$ cat src/rtl/rv64g_pkg.sv
// Shared RV64G architectural constants for the register lock scoreboard.
// Lockable registers are the 32 integer plus the 32 floating-point registers.
package rv64g_pkg;
   localparam int NUM_REGS     = 64;
   localparam int NUM_WB_PORTS = 2;
   localparam int RIW          = $clog2(NUM_REGS);
   localparam int CNTW         = $clog2(NUM_REGS + 1);

   typedef logic [RIW-1:0] reg_idx_t;
endpackage

$ cat src/rtl/wb_clr_decoder.sv
// Writeback clear decoder: turns NUM_WB (valid, index) pairs into one NR-bit
// clear mask (one-hot per port, OR-ed together). Index 0 (x0) and any index
// >= NR never produce a mask bit. Several ports on the same index collapse
// into a single bit.
module wb_clr_decoder
   import rv64g_pkg::*;
#(
   parameter int NR     = NUM_REGS,
   parameter int NUM_WB = NUM_WB_PORTS
) (
   input  logic     [NUM_WB-1:0] wb_valid_i,
   input  reg_idx_t [NUM_WB-1:0] wb_rd_i,
   output logic     [NR-1:0]     clr_mask_o
);

   logic [NR-1:0] port_mask [NUM_WB];

   generate
      for (genvar gi = 0; gi < NUM_WB; gi++) begin : g_port
         // One-hot decode of a single port; loop starts at 1 so x0 is skipped.
         always_comb begin
            port_mask[gi] = '0;
            for (int i = 1; i < NR; i++) begin
               if (wb_valid_i[gi] && (wb_rd_i[gi] == RIW'(i)))
                  port_mask[gi][i] = 1'b1;
            end
         end
      end
   endgenerate

   // Merge all ports into one clear mask.
   always_comb begin
      clr_mask_o = '0;
      for (int p = 0; p < NUM_WB; p++)
         clr_mask_o = clr_mask_o | port_mask[p];
   end

endmodule

$ cat src/rtl/reg_lock_scbd.sv
// Register lock scoreboard: one lock bit per architectural register, set on a
// granted issue, cleared on writeback, dropped entirely on flush. Also reports
// the registered popcount and a pulse for writebacks to unlocked registers.
// Optional macro REG_LOCK_WB_BYPASS_EN: when defined, registers written back
// this cycle already appear unlocked on locks_o (flush is never bypassed).
module reg_lock_scbd
   import rv64g_pkg::*;
#(
   parameter int NUM_WB = NUM_WB_PORTS
) (
   input  logic                     clk_i,
   input  logic                     arst_ni,
   input  logic                     set_valid_i,
   input  logic     [NUM_REGS-1:0]  set_mask_i,
   input  logic     [NUM_WB-1:0]    wb_valid_i,
   input  reg_idx_t [NUM_WB-1:0]    wb_rd_i,
   input  logic                     flush_i,
   output logic     [NUM_REGS-1:0]  locks_o,
   output logic     [CNTW-1:0]      lock_cnt_o,
   output logic                     wb_err_o
);

   localparam int NR = NUM_REGS;

   logic [NR-1:0]   lock_reg, lock_next;
   logic [CNTW-1:0] cnt_reg, cnt_next;
   logic            err_reg, err_next;
   logic [NR-1:0]   wb_clr_mask;
   logic [NR-1:0]   set_eff;

   wb_clr_decoder #(
      .NR     (NR),
      .NUM_WB (NUM_WB)
   ) u_wb_clr_decoder (
      .wb_valid_i (wb_valid_i),
      .wb_rd_i    (wb_rd_i),
      .clr_mask_o (wb_clr_mask)
   );

   // Next lock state: flush wins, then set beats clear; x0 can never lock.
   always_comb begin
      set_eff   = '0;
      lock_next = lock_reg;
      err_next  = 1'b0;
      if (set_valid_i)
         set_eff = set_mask_i & ~NR'(1);
      if (flush_i) begin
         lock_next = '0;
      end else begin
         lock_next = (lock_reg & ~wb_clr_mask) | set_eff;
         // A writeback is only legal against a held lock; a same-cycle set
         // re-arms the bit so it does not count as an error.
         err_next  = |(wb_clr_mask & ~lock_reg & ~set_eff);
      end
   end

   // Popcount of the next lock vector so the count lands on the same edge.
   always_comb begin
      cnt_next = '0;
      for (int i = 0; i < NR; i++)
         cnt_next = cnt_next + CNTW'(lock_next[i]);
   end

   // State registers: lock vector, count and error pulse.
   always_ff @(posedge clk_i or negedge arst_ni) begin
      if (!arst_ni) begin
         lock_reg <= '0;
         cnt_reg  <= '0;
         err_reg  <= 1'b0;
      end else begin
         lock_reg <= lock_next;
         cnt_reg  <= cnt_next;
         err_reg  <= err_next;
      end
   end

`ifdef REG_LOCK_WB_BYPASS_EN
   // Writebacks in flight already release their lock towards the checker.
   assign locks_o = lock_reg & ~wb_clr_mask;
`else
   // Checker sees only the registered lock vector.
   assign locks_o = lock_reg;
`endif
   assign lock_cnt_o = cnt_reg;
   assign wb_err_o   = err_reg;

endmodule

$ cat config.mk
export PLATFORM = sky130hd
export DESIGN_NAME = reg_lock_scbd
export DESIGN_NICKNAME = d
export VERILOG_FILES = /design/src/rtl/rv64g_pkg.sv /design/src/rtl/wb_clr_decoder.sv /design/src/rtl/reg_lock_scbd.sv
export SDC_FILE = /design/constraint.sdc
export NUM_CORES = 1
export LEC_CHECK = 0
export CORE_MARGIN = 2
export CORE_UTILIZATION = 47
export CTS_BUF_LIST = sky130_fd_sc_hd__clkbuf_4
export DETAILED_ROUTE_END_ITERATION = 12
export PLACE_DENSITY_LB_ADDON = 0.08
export SYNTH_ARGS = -nofsm -noshare
export SYNTH_HDL_FRONTEND = slang
export SYNTH_SLANG_ARGS = --single-unit
$ cat constraint.sdc
create_clock -name clk_i -period 6.4 [get_ports clk_i]
set_input_delay 0.96 -clock clk_i [delete_from_list [all_inputs] [get_ports clk_i]]
set_output_delay 0.96 -clock clk_i [all_outputs]
set_load 0.02 [all_outputs]
After elaboration in Yosys (flattened, before gate mapping) --
Index checks and enable logic that the tools add are counted.
Cells by class: reductions and logical operators 127, mux-type cells 129, add/sub/neg operators 63, bitwise gates (word level) 8, equal/unequal tests 126
Operator list (count):
- $add 7x1->7 | 57
- $eq 6x6->1 const B | 64
- $and 64x64->64 | 3
- $eq 6x5->1 const B | 32
- $not 64->64 | 3
- $mux 64 | 2
- $or 64x64->64 | 2
- $mux 1 | 127
- $logic_and 1x1->1 | 126
- $eq 6x4->1 const B | 16
- $reduce_or 64->1 | 1
- $eq 6x3->1 const B | 8
- $eq 6x2->1 const B | 4
- $eq 6x1->1 const B | 2
- $add 6x1->7 | 1
- $add 5x1->6 | 1
- $add 4x1->5 | 1
- $add 3x1->4 | 1
- $add 2x1->3 | 1
- $add 1x1->2 | 1
Storage, ports and cells: output and inout bits 72, register bits after elaboration 72, input bits 82, logic and storage cells 456

Longest topological paths before layout --
word-level depth 71, gate-level depth with buffers 28, mapped depth without buffers 26

Hierarchy --
From an unflattened synthesis, not the netlist that was laid out.
Second synthesis, totals: cells, all modules 696, area, all modules 6301.0 um2
By module, submodules not included:
- reg_lock_scbd | cells each 573, area an instance 5450.2 um2, sequential area each 1801.7 um2, times used 1
- wb_clr_decoder | cells each 123, area an instance 850.8 um2, sequential area each 0.0 um2, times used 1

Worst setup path after synthesis --
No wires, ideal clock.
kind input-to-reg, start in wb_rd_i[10] (netlist name), end reg cnt_reg[6] (netlist: lock_cnt_o[6]), data required time 6.278 ns, data arrival time 7.237 ns, cell stages on the path 27, library setup time 0.122 ns, slack -0.959 ns, buffers on the path 2, cells stage by stage nand3_1 -> clkbuf_1 -> buf_1 -> o221ai_1 -> a21oi_1 -> inv_1 -> fa_1 -> fa_1 -> inv_1 -> fa_1 -> inv_1 -> fa_1 -> inv_1 -> fa_1 -> inv_1 -> fa_1 -> fa_1 -> inv_1 -> fa_1 -> ha_1 -> fa_1 -> a21oi_1 -> nor2_1 -> nor2_1 -> nor2b_1 -> o21ai_0 -> nand2b_1
Between the ends: elaborated cells between the ends (all ways) 257, those cells by class 63 x add/sub; 63 x eq/ne; 64 x mux; 4 x bitwise; 63 x reduce/logical
RTL lines:
- start, declared | line reg_lock_scbd.sv:16 | input reg_idx_t [NUM_WB-1:0] wb_rd_i,
- $eq 6x6->1 | line wb_clr_decoder.sv:24 | if (wb_valid_i[gi] && (wb_rd_i[gi] == RIW'(i)))
- $logic_and 1x1->1 | line wb_clr_decoder.sv:24
- $mux 1 | line wb_clr_decoder.sv:24
- $or 64x64->64 | line wb_clr_decoder.sv:35 | clr_mask_o = clr_mask_o | port_mask[p];
- $not 64->64 | line reg_lock_scbd.sv:50 | lock_next = (lock_reg & ~wb_clr_mask) | set_eff;
- $and 64x64->64 | line reg_lock_scbd.sv:50
- $or 64x64->64 | line reg_lock_scbd.sv:50
- $mux 64 | line reg_lock_scbd.sv:47 | if (flush_i) begin
- via lock_next[53] | line reg_lock_scbd.sv:25 | logic [NR-1:0] lock_reg, lock_next;
- $add 7x1->7 (11 in series) | line reg_lock_scbd.sv:61 | cnt_next = cnt_next + CNTW'(lock_next[i]);
- via cnt_next[6] | line reg_lock_scbd.sv:26 | logic [CNTW-1:0] cnt_reg, cnt_next;
- end signal, assigned | line reg_lock_scbd.sv:72 | cnt_reg <= cnt_next;
- end, declared | line reg_lock_scbd.sv:26
The timed path passes the listed nets, and every way through them passes these cells.

Worst setup path in the final report --
start in wb_rd_i[6] (netlist name), end reg cnt_reg[6] (netlist: lock_cnt_o[6])
Between the ends: word-level cells in the longest chain between the ends 71, elaborated cells between the ends (all ways) 257, those cells by class 63 x add/sub; 63 x eq/ne; 64 x mux; 4 x bitwise; 63 x reduce/logical
RTL lines (line):
- $eq 6x1->1 | wb_clr_decoder.sv:24
- $logic_and 1x1->1 | wb_clr_decoder.sv:24
- $mux 1 | wb_clr_decoder.sv:24
- $or 64x64->64 (*) | wb_clr_decoder.sv:35
- $not 64->64 (*) | reg_lock_scbd.sv:50
- $and 64x64->64 (*) | reg_lock_scbd.sv:50
- $or 64x64->64 (*) | reg_lock_scbd.sv:50
- $mux 64 (*) | reg_lock_scbd.sv:47
- $add 1x1->2 | reg_lock_scbd.sv:61
- $add 2x1->3 | reg_lock_scbd.sv:61
- $add 3x1->4 | reg_lock_scbd.sv:61
- $add 4x1->5 | reg_lock_scbd.sv:61
- $add 5x1->6 | reg_lock_scbd.sv:61
- $add 6x1->7 | reg_lock_scbd.sv:61
- $add 7x1->7 (56 in series) | reg_lock_scbd.sv:61
- $add 7x1->7 (*) | reg_lock_scbd.sv:61
- via cnt_next[6] | reg_lock_scbd.sv:26
Mark *: on every way through the listed nets, which the timed path passes. The rest lies on a longest branch.

==> results by group <==
Run status
  • Status: complete, but fails checks
  • Failing checks: negative setup slack

Placed design
  • Port bufs: 152
  • HPWL after DPL: 21860 µm
  • Placer Congestion: a little under 1
  • Placement Setup Slack: -1.492 ns

Setup path
  • Crit path DAT: between 7 and 8 ns
  • Slowest cell on crit path: or4bb_4
  • Worst reg2reg endpoint: lock_cnt_o[6]
  • Critical path's most frequent cell: fa_2
  • Worst setup SP type: input port
  • Worst setup path category: in2reg
  • Reg-to-reg startpoint: locks_o[13]
  • Reg2reg path depth: 21
  • Crit Path Max Fanout: 7
  • FF-to-FF setup slack: 0.10 ns
  • Crit path required time: approximately 6.8 ns
  • Critical path buffers and inverters: 5
  • CP endpoint kind: register
  • Cell chain of the critical path: buf_2 > or4bb_4 > buf_4 > o221ai_1 > a21o_1 > fa_2 > fa_2 > fa_1 > inv_1 > fa_2 > inv_2 > fa_2 > fa_2 > fa_2 > inv_2 > fa_2 > ha_4 > fa_2 > a21oi_2 > nor2_1 > nor2_2 > nor2b_1 > o21ai_1 > nand2b_1
  • Max incr delay on CP: about 0.54 ns
  • Largest delay contributor family on the critical path: adder cells

Timing
  • Rel. slew slack: between 30% and 40%
  • Final Worst Setup Slack: -0.6270 ns
  • RSZ-0062 raised after global routing: true
  • Final Max Tran Viols: 0
  • Fin crit share: 109.8%
  • Count of final hold-check violations: 0
  • Setup TNS: -2.521 ns
  • Final worst path period need: roughly 7.0 ns
  • Final setup viols: 6
  • Max Clock Freq: ~140 MHz
  • Worst-Margin Slew: 1.032 ns
  • Setup Skew: 0.008138 ns

Power
  • P per Cell Area: approximately 410 nW/µm²
  • Clock Power Share: 11.7%
  • Pleak: approximately 4.4 nW
  • Pwr Total: ~0.0041 W
  • Max VDD drop: 0.002195 V
  • Reg power frac: approximately 14%
  • Comb power frac: approximately three quarters
  • Sw Ratio: a little over two fifths
  • Int Pwr: around 0.0024 W
  • P_sw: ~0.0017 W

Drt
  • Total number of vias: roughly 7500
  • Routed Antenna Nets: 0
  • Vias per cell: ~6.4
  • Iteration count of the initial detailed-routing pass: 7
  • Final wirelength: 29600 µm
  • DRT iter0 DRCs: about 1300
  • Routed WL per cell: 25.25 µm
  • Residual DRC: 0

Global route
  • First-pass GRT wire length: around 45000 µm
  • Total track usage: 41.40%
  • Grt total ovfl: 0
  • Initial antenna violation count: 1
  • Vias in the first global route: about 7600
  • Largest net degree at the start of global routing: 73

Synth
  • Distinct cells, synth: 35
  • Post-synth EDFFs: 0
  • Post-synth ARST share: 100.0%
  • Register area share after synthesis: roughly 28%
  • Yosys Warn Count: 0
  • Mapped cell area: 6456 µm²
  • Syn_area_per_cell: between 8 and 9 µm²
  • Synth Instances: 722
  • #FFs+latches synth: between 70 and 80
  • Most used DFF post-synth: dfrtp_1
  • Syn nets: 873

Die
  • DIE WIDTH: 121.2 µm
  • Die ar.: around 15000 µm²
  • Die Y: roughly 120 µm
  • Core ar.: roughly 13000 µm²
  • Initial Util: slightly below 50%
  • Rows: 42
  • # IOs: about 150

Finish
  • Fraction of layout cells with a size suffix above 1: ~29%
  • Area grow syn2layout: 53.20%
  • Commonest non-fill, non-tap cells in the layout: buf_4, clkdlybuf4s50_1, inv_1
  • Commonest non-fill, non-tap cell in the layout: buf_4
  • Final core occ: around three quarters
  • Final nets: 1141

Clock tree
  • CTS Buf Count: 9
  • Worst skew pair latency: between 0.4 and 0.5 ns
  • Clk sinks: 72
  • CTS Hold Bufs: 0
  • TritonCTS clock tree: built
  • CTS clk-pin slew, worst paths: 0.13 ns
  • Clock buffer depth: 2
  • Clk Tree Root Cell: clkbuf_4
  • H-tree depth: 3

Worst hold path
  • Hold path depth: 2
  • HP Class: reg2reg
  • Min-delay src: locks_o[17]
  • Min-Delay Endpoint: locks_o[17]

Run
  • Max-Cap Viols: 0
[cell families (layout without fill, tap and decap cells)]
group | count (synthesis) | after routing | share of synthesized area, %
simple gates | 118 | 118 | 10.81
buf+inv | 169 | 442 | 10.74
other cells | 0 | 1 | 0
flops | 72 | 72 | 27.91
fa+ha+maj | 69 | 69 | 19.65
xor+xnor | 4 | 4 | 0.5427
compound gates | 290 | 290 | 30.35
[stage by stage]
stage	std cells	instance area [µm²]	hold slack [ns]
after global routing	1172	9891	0.6270
after floorplan	722	6529	0.6566
after detailed placement	1119	9054	0.5915
after CTS	1168	9809	0.6026
final	1172	9891	0.6151
after global placement	1119	9054	0.5831
[sequential cells by signal, indices dropped and copies added (netlist names)]
name        cells
locks_o        64
wb_err_o        1
lock_cnt_o      7
[cell type report]
cell class | count | area, µm²
multi-input combinational | 481 | 4263
sequential | 72 | 1802
antenna | 1 | 2.502
inverter | 94 | 352.8
clock buffer | 10 | 75.07
tap | 176 | 220.2
timing repair buffer | 332 | 3020
fill | 992 | 3457
clock inverter | 6 | 155.1
[metal layers]
metal / track usage (%) / share of wire, % / wire [µm] / vias up
met1: 55.68 / 38 / 11160 / 3611
met3: 9.915 / 12 / 3474 / 126
met2: 63.52 / 45 / 13390 / 613
met5: 0 / 0 / 0 / -
li1: - / - / - / 3193
met4: 18.68 / 5.3 / 1573 / 0
[power by group through the flow]
stage | Clock [W] | Combinational (W) | Sequential [W]
final | 0.000479 | 0.00305 | 0.000574
after global routing | 0.000498 | 0.00338 | 0.000578
after floorplan | 0 | 0.00163 | 0.000626
after global placement | 0 | 0.00258 | 0.000579
after CTS | 0.000479 | 0.00298 | 0.000572
after detailed placement | 0 | 0.00266 | 0.000579
[Yosys cell counts, types with 4 or more instances]
cell | count | share of area, %
a21oi_1 | 92 | 7.1
dfrtp_1 | 72 | 28
or4bb_1 | 8 | 1.4
buf_2 | 22 | 1.7
inv_1 | 94 | 5.5
a21o_1 | 39 | 4.5
o22ai_1 | 61 | 5.9
nand3b_1 | 4 | 0.47
a22oi_1 | 30 | 3.5
clkbuf_1 | 40 | 2.3
nand4bb_1 | 4 | 0.70
buf_6 | 4 | 0.70
fa_1 | 54 | 17
nand2_1 | 63 | 3.7
buf_1 | 8 | 0.47
or4b_1 | 7 | 1.1
nand4b_1 | 8 | 1.1
o221ai_1 | 63 | 8.5
nand4_1 | 9 | 0.87
ha_1 | 15 | 2.9
[worst reg2reg max path: cells and delay by family, from the launching register on]
family          cells  cell delay [ns]
fa+ha+maj          10             4.64
flops               1             0.43
simple gates        4             0.30
compound gates      4             0.66
buf+inv             3             0.18
[how the worst max path moves through the flow]
stage | from | end | cells after the start
2_1_floorplan | wb_rd_i[1] | lock_cnt_o[6] | 27
6_report | wb_rd_i[6] | lock_cnt_o[6] | 24
4_1_cts | wb_rd_i[8] | lock_cnt_o[6] | 25
5_1_grt | wb_rd_i[9] | lock_cnt_o[6] | 25
3_3_place_gp | wb_rd_i[6] | lock_cnt_o[6] | 25
3_5_place_dp | wb_rd_i[6] | lock_cnt_o[6] | 26
[timing repair]
| action | CTS | global route |
|---|---|---|
| gates resized for setup | 127 | 19 |
| setup buffers | 34 | 4 |
| pin swaps | 60 | 24 |
| setup endpoints to repair | 7 | 6 |
(Power assumes the default switching activity.)
